===== config.mk =====
export PLATFORM = sky130hd
export DESIGN_NAME = csa_8_seq_adder_flat
export DESIGN_NICKNAME = d
export VERILOG_FILES = /design/src/rtl/csa_8_seq_adder_if.sv /design/src/rtl/csa_8_seq_adder.sv /design/src/flat_wrapper.sv
export SDC_FILE = /design/constraint.sdc
export NUM_CORES = 1
export LEC_CHECK = 0
export ABC_AREA = 1
export BUFFER_PORTS_ARGS = -buffer_cell sky130_fd_sc_hd__buf_4
export CAP_MARGIN = 20
export CORE_UTILIZATION = 35
export DETAILED_ROUTE_END_ITERATION = 8
export SYNTH_ARGS = -nofsm -noshare
export SYNTH_HDL_FRONTEND = slang
export SYNTH_SLANG_ARGS = --single-unit

===== constraint.sdc =====
create_clock -name clk -period 3 [get_ports clk]
set_input_delay 0.15 -clock clk [delete_from_list [all_inputs] [get_ports clk]]
set_output_delay 0.15 -clock clk [all_outputs]
set_load 0.005 [all_outputs]

===== src/rtl/csa_8_seq_adder_if.sv =====
// Operand/result handshake bundle for the byte-serial adder sequencer.
// master: producer/consumer side; slave: adder side.
interface csa_8_seq_adder_if #(
    parameter int NBYTES = 4
);
    logic                  in_valid;
    logic                  in_ready;
    logic [8*NBYTES-1:0]   a;
    logic [8*NBYTES-1:0]   b;
    logic                  cin;
    logic                  out_valid;
    logic                  out_ready;
    logic [8*NBYTES-1:0]   sum;
    logic                  cout;
    logic                  busy;

    modport master (
        output in_valid, a, b, cin, out_ready,
        input  in_ready, out_valid, sum, cout, busy
    );

    modport slave (
        input  in_valid, a, b, cin, out_ready,
        output in_ready, out_valid, sum, cout, busy
    );
endinterface


===== src/rtl/csa_8_seq_adder.sv =====
// Multi-precision adder: one shared 8-bit adder (no carry-in) processes NBYTES bytes LSB first,
// injecting carry by a second pass per byte. Optional macro SKIP_INC_EN skips that pass when carry is 0.
module csa_8 (
    input  logic [7:0] A,
    input  logic [7:0] B,
    output logic [7:0] S,
    output logic       carry
);
    assign {carry, S} = {1'b0, A} + {1'b0, B};
endmodule

module csa_8_seq_adder #(
    parameter int NBYTES = 4
) (
    input  logic               clk,
    input  logic               rst,
    csa_8_seq_adder_if.slave   bus
);
    localparam int W  = 8 * NBYTES;
    localparam int IW = (NBYTES > 1) ? $clog2(NBYTES) : 1;

    typedef enum logic [1:0] {
        IDLE = 2'd0,
        ADD  = 2'd1,
        INC  = 2'd2,
        DONE = 2'd3
    } state_t;

    state_t          state_r;
    state_t          state_nxt_s;
    logic [IW-1:0]   idx_r;
    logic [W-1:0]    a_r;
    logic [W-1:0]    b_r;
    logic [W-1:0]    sum_r;
    logic            cout_r;
    logic            cr_r;
    logic            c1_r;
    logic [7:0]      p_r;
    logic [7:0]      csa_a_s;
    logic [7:0]      csa_b_s;
    logic [7:0]      csa_s_s;
    logic            csa_c_s;
    logic            last_s;
    logic            skip_s;

    assign last_s = (idx_r == IW'(NBYTES - 1));

`ifdef SKIP_INC_EN
    assign skip_s = ~cr_r;
`else
    assign skip_s = 1'b0;
`endif

    csa_8 u_csa (
        .A     (csa_a_s),
        .B     (csa_b_s),
        .S     (csa_s_s),
        .carry (csa_c_s)
    );

    // State register
    always_ff @(posedge clk or posedge rst) begin
        if (rst) begin
            state_r <= IDLE;
        end else begin
            state_r <= state_nxt_s;
        end
    end

    // Next-state decode
    always_comb begin
        state_nxt_s = state_r;
        case (state_r)
            IDLE: begin
                if (bus.in_valid) state_nxt_s = ADD;
                else              state_nxt_s = IDLE;
            end
            ADD: begin
                if (skip_s) begin
                    if (last_s) state_nxt_s = DONE;
                    else        state_nxt_s = ADD;
                end else begin
                    state_nxt_s = INC;
                end
            end
            INC: begin
                if (last_s) state_nxt_s = DONE;
                else        state_nxt_s = ADD;
            end
            DONE: begin
                if (bus.out_ready) state_nxt_s = IDLE;
                else               state_nxt_s = DONE;
            end
            default: state_nxt_s = IDLE;
        endcase
    end

    // Adder operand select; held at zero outside ADD/INC so the adder stays quiet
    always_comb begin
        csa_a_s = 8'd0;
        csa_b_s = 8'd0;
        case (state_r)
            ADD: begin
                csa_a_s = a_r[{idx_r, 3'b000} +: 8];
                csa_b_s = b_r[{idx_r, 3'b000} +: 8];
            end
            INC: begin
                csa_a_s = p_r;
                csa_b_s = {7'd0, cr_r};
            end
            default: begin
                csa_a_s = 8'd0;
                csa_b_s = 8'd0;
            end
        endcase
    end

    // Datapath registers: operand latch, per-byte partials, result
    always_ff @(posedge clk or posedge rst) begin
        if (rst) begin
            idx_r  <= '0;
            a_r    <= '0;
            b_r    <= '0;
            sum_r  <= '0;
            cout_r <= 1'b0;
            cr_r   <= 1'b0;
            c1_r   <= 1'b0;
            p_r    <= 8'd0;
        end else begin
            case (state_r)
                IDLE: begin
                    if (bus.in_valid) begin
                        a_r   <= bus.a;
                        b_r   <= bus.b;
                        cr_r  <= bus.cin;
                        idx_r <= '0;
                    end
                end
                ADD: begin
                    if (skip_s) begin
                        sum_r[{idx_r, 3'b000} +: 8] <= csa_s_s;
                        cr_r <= csa_c_s;
                        if (last_s) cout_r <= csa_c_s;
                        else        idx_r  <= idx_r + IW'(1);
                    end else begin
                        p_r  <= csa_s_s;
                        c1_r <= csa_c_s;
                    end
                end
                INC: begin
                    // c1 and the increment carry are mutually exclusive, so OR is the true carry
                    sum_r[{idx_r, 3'b000} +: 8] <= csa_s_s;
                    cr_r <= c1_r | csa_c_s;
                    if (last_s) cout_r <= c1_r | csa_c_s;
                    else        idx_r  <= idx_r + IW'(1);
                end
                default: begin
                end
            endcase
        end
    end

    assign bus.in_ready  = (state_r == IDLE);
    assign bus.out_valid = (state_r == DONE);
    assign bus.busy      = (state_r == ADD) || (state_r == INC);
    assign bus.sum       = sum_r;
    assign bus.cout      = cout_r;
endmodule


===== src/flat_wrapper.sv =====
// flat-port wrapper written by rule: the top's interface ports become plain ports
module csa_8_seq_adder_flat 
#(
    parameter int NBYTES = 4
)
  (clk, rst, bus_in_valid, bus_a, bus_b, bus_cin, bus_out_ready, bus_in_ready, bus_out_valid, bus_sum, bus_cout, bus_busy);
  csa_8_seq_adder_if #(.NBYTES(NBYTES)) bus_i ();
  input  logic clk;
  input  logic rst;
  input wire logic [$bits(bus_i.in_valid)-1:0] bus_in_valid;
  input wire logic [$bits(bus_i.a)-1:0] bus_a;
  input wire logic [$bits(bus_i.b)-1:0] bus_b;
  input wire logic [$bits(bus_i.cin)-1:0] bus_cin;
  input wire logic [$bits(bus_i.out_ready)-1:0] bus_out_ready;
  output wire logic [$bits(bus_i.in_ready)-1:0] bus_in_ready;
  output wire logic [$bits(bus_i.out_valid)-1:0] bus_out_valid;
  output wire logic [$bits(bus_i.sum)-1:0] bus_sum;
  output wire logic [$bits(bus_i.cout)-1:0] bus_cout;
  output wire logic [$bits(bus_i.busy)-1:0] bus_busy;
  assign bus_i.in_valid = bus_in_valid;
  assign bus_i.a = bus_a;
  assign bus_i.b = bus_b;
  assign bus_i.cin = bus_cin;
  assign bus_i.out_ready = bus_out_ready;
  assign bus_in_ready = bus_i.in_ready;
  assign bus_out_valid = bus_i.out_valid;
  assign bus_sum = bus_i.sum;
  assign bus_cout = bus_i.cout;
  assign bus_busy = bus_i.busy;
  csa_8_seq_adder #(.NBYTES(NBYTES)) u_core (.clk(clk), .rst(rst), .bus(bus_i));
endmodule

==> results.yml, run 1 <==
floorplanning:
  pin_count: 105
  dieArea_sq_um: 16000
  dieWidth_um: 126
  core_region_area_sq_um: 15100
  fp.dieH_um: 126
  start_util_pct: 35.8
  rows: 45
timing:
  worst_slack_ns: 0.158
  finalWorstPathRequiredPeriod_ns: 2.84
  relSlewSlack_pct: 60.3
  hold_viol_final: 32
  worst_pin_slew_ns: 0.595
  tns_ns: 0
  drv_slew: 0
  fin_skew_ns: 0.0108
  rsz0062_at_grt: "no"
  hold_slack_ns: -0.0319
  setup_viol: 0
  achievable-frequency_mhz: 352
  period_share_pct: 94.7
cells_and_area:
  areaGrowthSynthToFinish_pct: 24.2
  antenna_cells: 0
  nets: 731
  layout_common_cells: "buf_4, dfrtp_1, nand2_1"
  design_area_sq_um: 6740
  drive_above_1_share_pct: 32.2
global_route:
  grt_usage_pct: 17.7
  grt_pass1_wl_um: 22100
  grt_pass1_vias: 4354
  grt_overflow: 0
  antenna_found_initial: 0
  grt_max_degree: 112
placed_design:
  dpl.hpwl_um: 9640
  dpl-instance-area_sq_um: 6420
  dp_slack_ns: 0.129
  portBuffers: 104
  place.gp.congestion: 0.856
setup_path:
  cp.arrival_ns: 3.10
  reg2reg_depth: 14
  cp-start-kind: "register"
  critPathCaptureType: "register"
  rr_startpoint: "u_core.state_r[0]"
  critical_path_class: "reg2reg"
  cp_max_fo: 7
  rrSetupSlack_ns: 0.16
  crit_required_ns: 3.26
  worst_r2r_endpoint: "u_core.bus.sum[26]"
route:
  antenna_left: 0
  dr.pass1.iters: 5
  wl_per_cell_um: 16.0
  drt_iter0_markers: 298
  viasPerCell: 5.04
  vias: 4217
  drc: 0
  wirelength_um: 13400
outcome:
  status: "finished with violations"
  violations: "hold timing"
power:
  power.leakage_nw: 3.33
  power.density_nw_per_um2: 933
  totalPowerFinal_mw: 6.28
  peakVddDrop_mv: 0.366
logic_synthesis:
  synth_cells: 542
  ys_ff_latch: 111
  syn_avg_cell_area_sq_um: 10.0
  synth.distinct_cells: 34
  syn-num-nets: 629
  synth_area_sq_um: 5420
  synth-async-reset-ratio_pct: 100
  synth_ff_type: "dfrtp_1"
  synth_edf_count: 0
  yosysSeqAreaShare_pct: 51.2
  yosys_warnings: 0
cts:
  cts_sinks: 111
  post_cts_buffers: 0
  cts_tree: "done"
  htreeDepth: 3
  clock_latency_ns: 0.35
  clk_path_buf_depth: 2
  cts-root-buf: "clkbuf_16"
  cts_inserted_buffers: 9
  clkTransAtPathRegs_ns: 0.07
run:
  cap_violations: 0
hold_path:
  hold_class: "in2async"
metrics by stage:
stage,util [%],instances
6_report,44.5,837
5_1_grt,44.5,837
4_1_cts,44.4,837
3_5_place_dp,42.4,821
3_3_place_gp,42.4,821
2_1_floorplan,-,542
repair_timing:
item	4_1_cts	5_1_grt
hold endpoints to repair	0	0
setup endpoints to repair	0	9
gates resized for setup	0	3
hold buffers	0	0
how the worst max path moves through the flow:
stage | from | endpoint | cells past startpoint | slack (ns)
after floorplan | u_core.state_r[1] | u_core.bus.sum[11] | 13 | 0.54
after global placement | u_core.state_r[0] | u_core.bus.sum[26] | 14 | 0.24
after detailed placement | u_core.state_r[1] | u_core.bus.sum[26] | 14 | 0.13
after CTS | u_core.state_r[0] | u_core.bus.sum[26] | 14 | 0.09
after global routing | u_core.state_r[0] | u_core.bus.sum[11] | 12 | 0.008
final | u_core.state_r[0] | u_core.bus.sum[26] | 14 | 0.16
registers in the layout (all words and copies together) (netlist names):
| name | count |
|---|---|
| u_core.cr_r | 1 |
| u_core.a_r | 32 |
| u_core.idx_r | 2 |
| u_core.bus.cout | 1 |
| u_core.bus.sum | 32 |
| u_core.c1_r | 1 |
| u_core.b_r | 32 |
| u_core.state_r | 2 |
| u_core.p_r | 8 |
cells in the mapped netlist (3+ instances only):
cell	number	area [sq um]
a21oi_1	21	105
a32o_1	5	50.1
buf_2	11	55.1
buf_6	4	45.0
clkbuf_1	5	18.8
dfrtp_1	111	2780
ha_1	17	213
inv_1	35	131
inv_2	3	11.3
mux2_2	47	529
mux2_4	14	210
nand2_1	95	357
nand2_2	3	18.8
nand3_1	23	115
nand4_1	6	37.5
nor2_1	55	206
o21ai_0	57	285
o21ai_1	3	15.0
o22ai_1	6	37.5
power by group:
| part | internal, mW | switching [mW] | total [mW] |
|---|---|---|---|
| clock network | 0.719 | 0.530 | 1.25 |
| logic | 1.17 | 1.49 | 2.66 |
| registers | 2.06 | 0.307 | 2.37 |
| total | 3.95 | 2.33 | 6.28 |
final cells by class:
type	count	area, sq um
Clock buffer	14	274
Inverter	39	150
Multi-Input combinational cell	370	2370
Tap cell	188	235
Clock inverter	2	38.8
Timing Repair Buffer	113	886
Sequential cell	111	2780
Fill cell	1473	8410
worst max-delay path: stages, from the launching register on:
cell and delay [ns]:
dfrtp_1 0.41, inv_1 0.09, ha_1 0.39, buf_4 0.20, nand3_1 0.09, o21ai_0 0.09, ha_1 0.26, fa_1 0.41
nand2_1 0.10, inv_1 0.05, nor2_2 0.14, inv_1 0.10, nor2_2 0.12, nand2_1 0.11, o21ai_0 0.19
layer usage:
layer / GRT usage [%] / wire, um / up-vias
li1: - / - / 2022
met1: 23.4 / 6140 / 2085
met2: 29.0 / 6450 / 94
met3: 3.12 / 554 / 16
met4: 6.87 / 273 / 0
met5: 0 / 0 / -
kinds of logic (layout without fill, tap and decap cells):
group / count (synthesis) / after routing / synth area share, %
simple gates: 191 / 191 / 15.3
mux: 61 / 61 / 13.6
xor+xnor: 2 / 2 / 0.462
flops: 111 / 111 / 51.2
buf+inv: 61 / 168 / 5.17
fa+ha+maj: 18 / 18 / 4.29
compound gates: 98 / 98 / 9.92
No activity file was read; power rests on OpenSTA's default activity.
==> run 2, diff against run 1 <==
CORE_ASPECT_RATIO = 1.2   (was not set)
==> run 2 against run 1 <==
  * The run now ends clean
  * Clock power is 10% lower
  * Global-route usage is 0.067 points higher
  * Worst setup slack better by 0.11 ns
  * Core utilization grew 0.21 points
  * Register-to-register slack improved by 0.11 ns
  * Design area about the same
  * Non-clock buffer count grew 3
  * Critical path depth shrank 1
  * Via count is 0.55% lower
  * Critical path type unchanged
  * Critical endpoint is now u_core.p_r[7]
  * Largest cell class unchanged
==> results.yml, run 2 (synthesis results as in run 1) <==
cells_and_area:
  layout_common_cells: "buf_4, dfrtp_1, nand2_1"
  seq_area_sq_um: 2780
  drive_above_1_share_pct: 32.2
  nets: 734
  areaGrowthSynthToFinish_pct: 24.3
  antenna_cells: 0
  final_common_cell: "buf_4"
  multi_input_area_sq_um: 2370
  fillers: 1474
placed_design:
  place.gp.congestion: 0.896
  portBuffers: 104
  dpl.hpwl_um: 10000
route:
  wirelength_um: 13500
  dr.pass1.iters: 4
  viasPerCell: 4.90
  vias: 4194
  antenna_left: 0
  drt_iter0_markers: 230
  drc: 0
  wl_per_cell_um: 15.8
timing:
  tns_ns: 0
  hold_viol_final: 0
  achievable-frequency_mhz: 366
  finalWorstPathRequiredPeriod_ns: 2.73
  hold_slack_ns: 0.0276
  relSlewSlack_pct: 50.5
  fin_skew_ns: 0.00956
  rsz0062_at_grt: "no"
  period_share_pct: 91.0
  setup_viol: 0
  worst_pin_slew_ns: 0.742
  drv_slew: 0
global_route:
  grt_pass1_wl_um: 21900
  grt_overflow: 0
  antenna_found_initial: 0
  grt_pass1_vias: 4349
  grt_usage_pct: 17.8
  grt_max_degree: 81
setup_path:
  cpMostUsedCell: "nand2_1"
  critical_path_class: "reg2reg"
  crit_path_cell_trace: "inv_1 > ha_1 > nand2_1 > a21oi_1 > a32o_1 > ha_1 > nand2_1 > nand2_1 > a21oi_1 > nand3_1 > nand2_2 > inv_1 > o21ai_0"
  cp-start-kind: "register"
  reg2reg_depth: 13
  critPathCaptureType: "register"
  cp.arrival_ns: 3.00
  cpMaxStageDelayCell: "dfrtp_1"
  cp_max_fo: 10
  crit_required_ns: 3.27
  cpPeakStageDelay_ns: 0.41
cts:
  clk_path_buf_depth: 2
  cts_tree: "done"
  clock_latency_ns: 0.35
  cts-root-buf: "clkbuf_16"
  htreeDepth: 3
  post_cts_buffers: 0
  clkTransAtPathRegs_ns: 0.08
  cts_inserted_buffers: 9
  cts_sinks: 111
hold_path:
  min_path_cells: 2
  hold_class: "in2reg"
floorplanning:
  start_util_pct: 36.0
  dieWidth_um: 116
  fp.dieH_um: 138
  dieArea_sq_um: 16000
  core_region_area_sq_um: 15100
  rows: 49
  pin_count: 105
outcome:
  status: "finished, final reports clean"
power:
  power.leakage_nw: 3.31
  power.density_nw_per_um2: 914
  peakVddDrop_mv: 0.444
run:
  cap_violations: 0
run 2: final cells by class:
| type | instances | share of cell area [%] |
|---|---|---|
| Sequential cell | 111 | 41.2 |
| Multi-Input combinational cell | 370 | 35.2 |
| Timing Repair Buffer | 116 | 13.5 |
| Tap cell | 204 | 3.79 |
| Clock buffer | 10 | 3.40 |
| Inverter | 39 | 2.23 |
| Clock inverter | 6 | 0.687 |
run 2: stage by stage:
step | setup WS [ns] | util, % | cells | power, mW | instance area [sq um]
3_5_place_dp | 0.229 | 42.8 | 839 | 5.06 | 6450
2_1_floorplan | 0.538 | - | 542 | 4.22 | 5430
6_report | 0.271 | 44.7 | 856 | 6.16 | 6740
4_1_cts | 0.194 | 44.7 | 856 | 6.21 | 6740
5_1_grt | 0.0345 | 44.7 | 856 | 6.60 | 6740
3_3_place_gp | 0.255 | 42.8 | 839 | 5.00 | 6450
run 2: routing by layer:
metal	vias to the layer above	GRT usage [%]	routed length, um
met5	-	0	0
met4	0	6.48	248
met3	14	2.06	459
met2	103	31.3	6890
met1	2050	22.1	5890
li1	2027	-	-
run 2: where the power goes:
part / total, mW / internal, mW / switching [mW]
Sequential: 2.41 / 2.06 / 0.352
Combinational: 2.62 / 1.18 / 1.45
Clock: 1.12 / 0.569 / 0.554
run 2: critical path, delay by kind of cell, from the launching register on:
family	cells	cell delay [ns]
buf+inv	2	0.15
flops	1	0.41
simple gates	5	0.75
fa+ha+maj	2	0.67
compound gates	4	0.68
run 2: timing repair:
action / CTS / global route
hold buffers: 1 / 0
hold endpoints to repair: 31 / 0
gates resized for setup: 0 / 2
setup endpoints to repair: 0 / 5
run 2: final timing paths:
path                                   startpoint           endpoint  slack [ns]
worst max register to register  u_core.state_r[0]      u_core.p_r[7]        0.27
max in group asynchronous                     rst  u_core.state_r[0]        1.66
worst max-delay path            u_core.state_r[0]      u_core.p_r[7]        0.27
min in group asynchronous                     rst  u_core.bus.sum[6]        0.48
worst min register to register  u_core.bus.sum[6]  u_core.bus.sum[6]        0.49
worst min-delay path                     bus_b[0]      u_core.b_r[0]        0.03
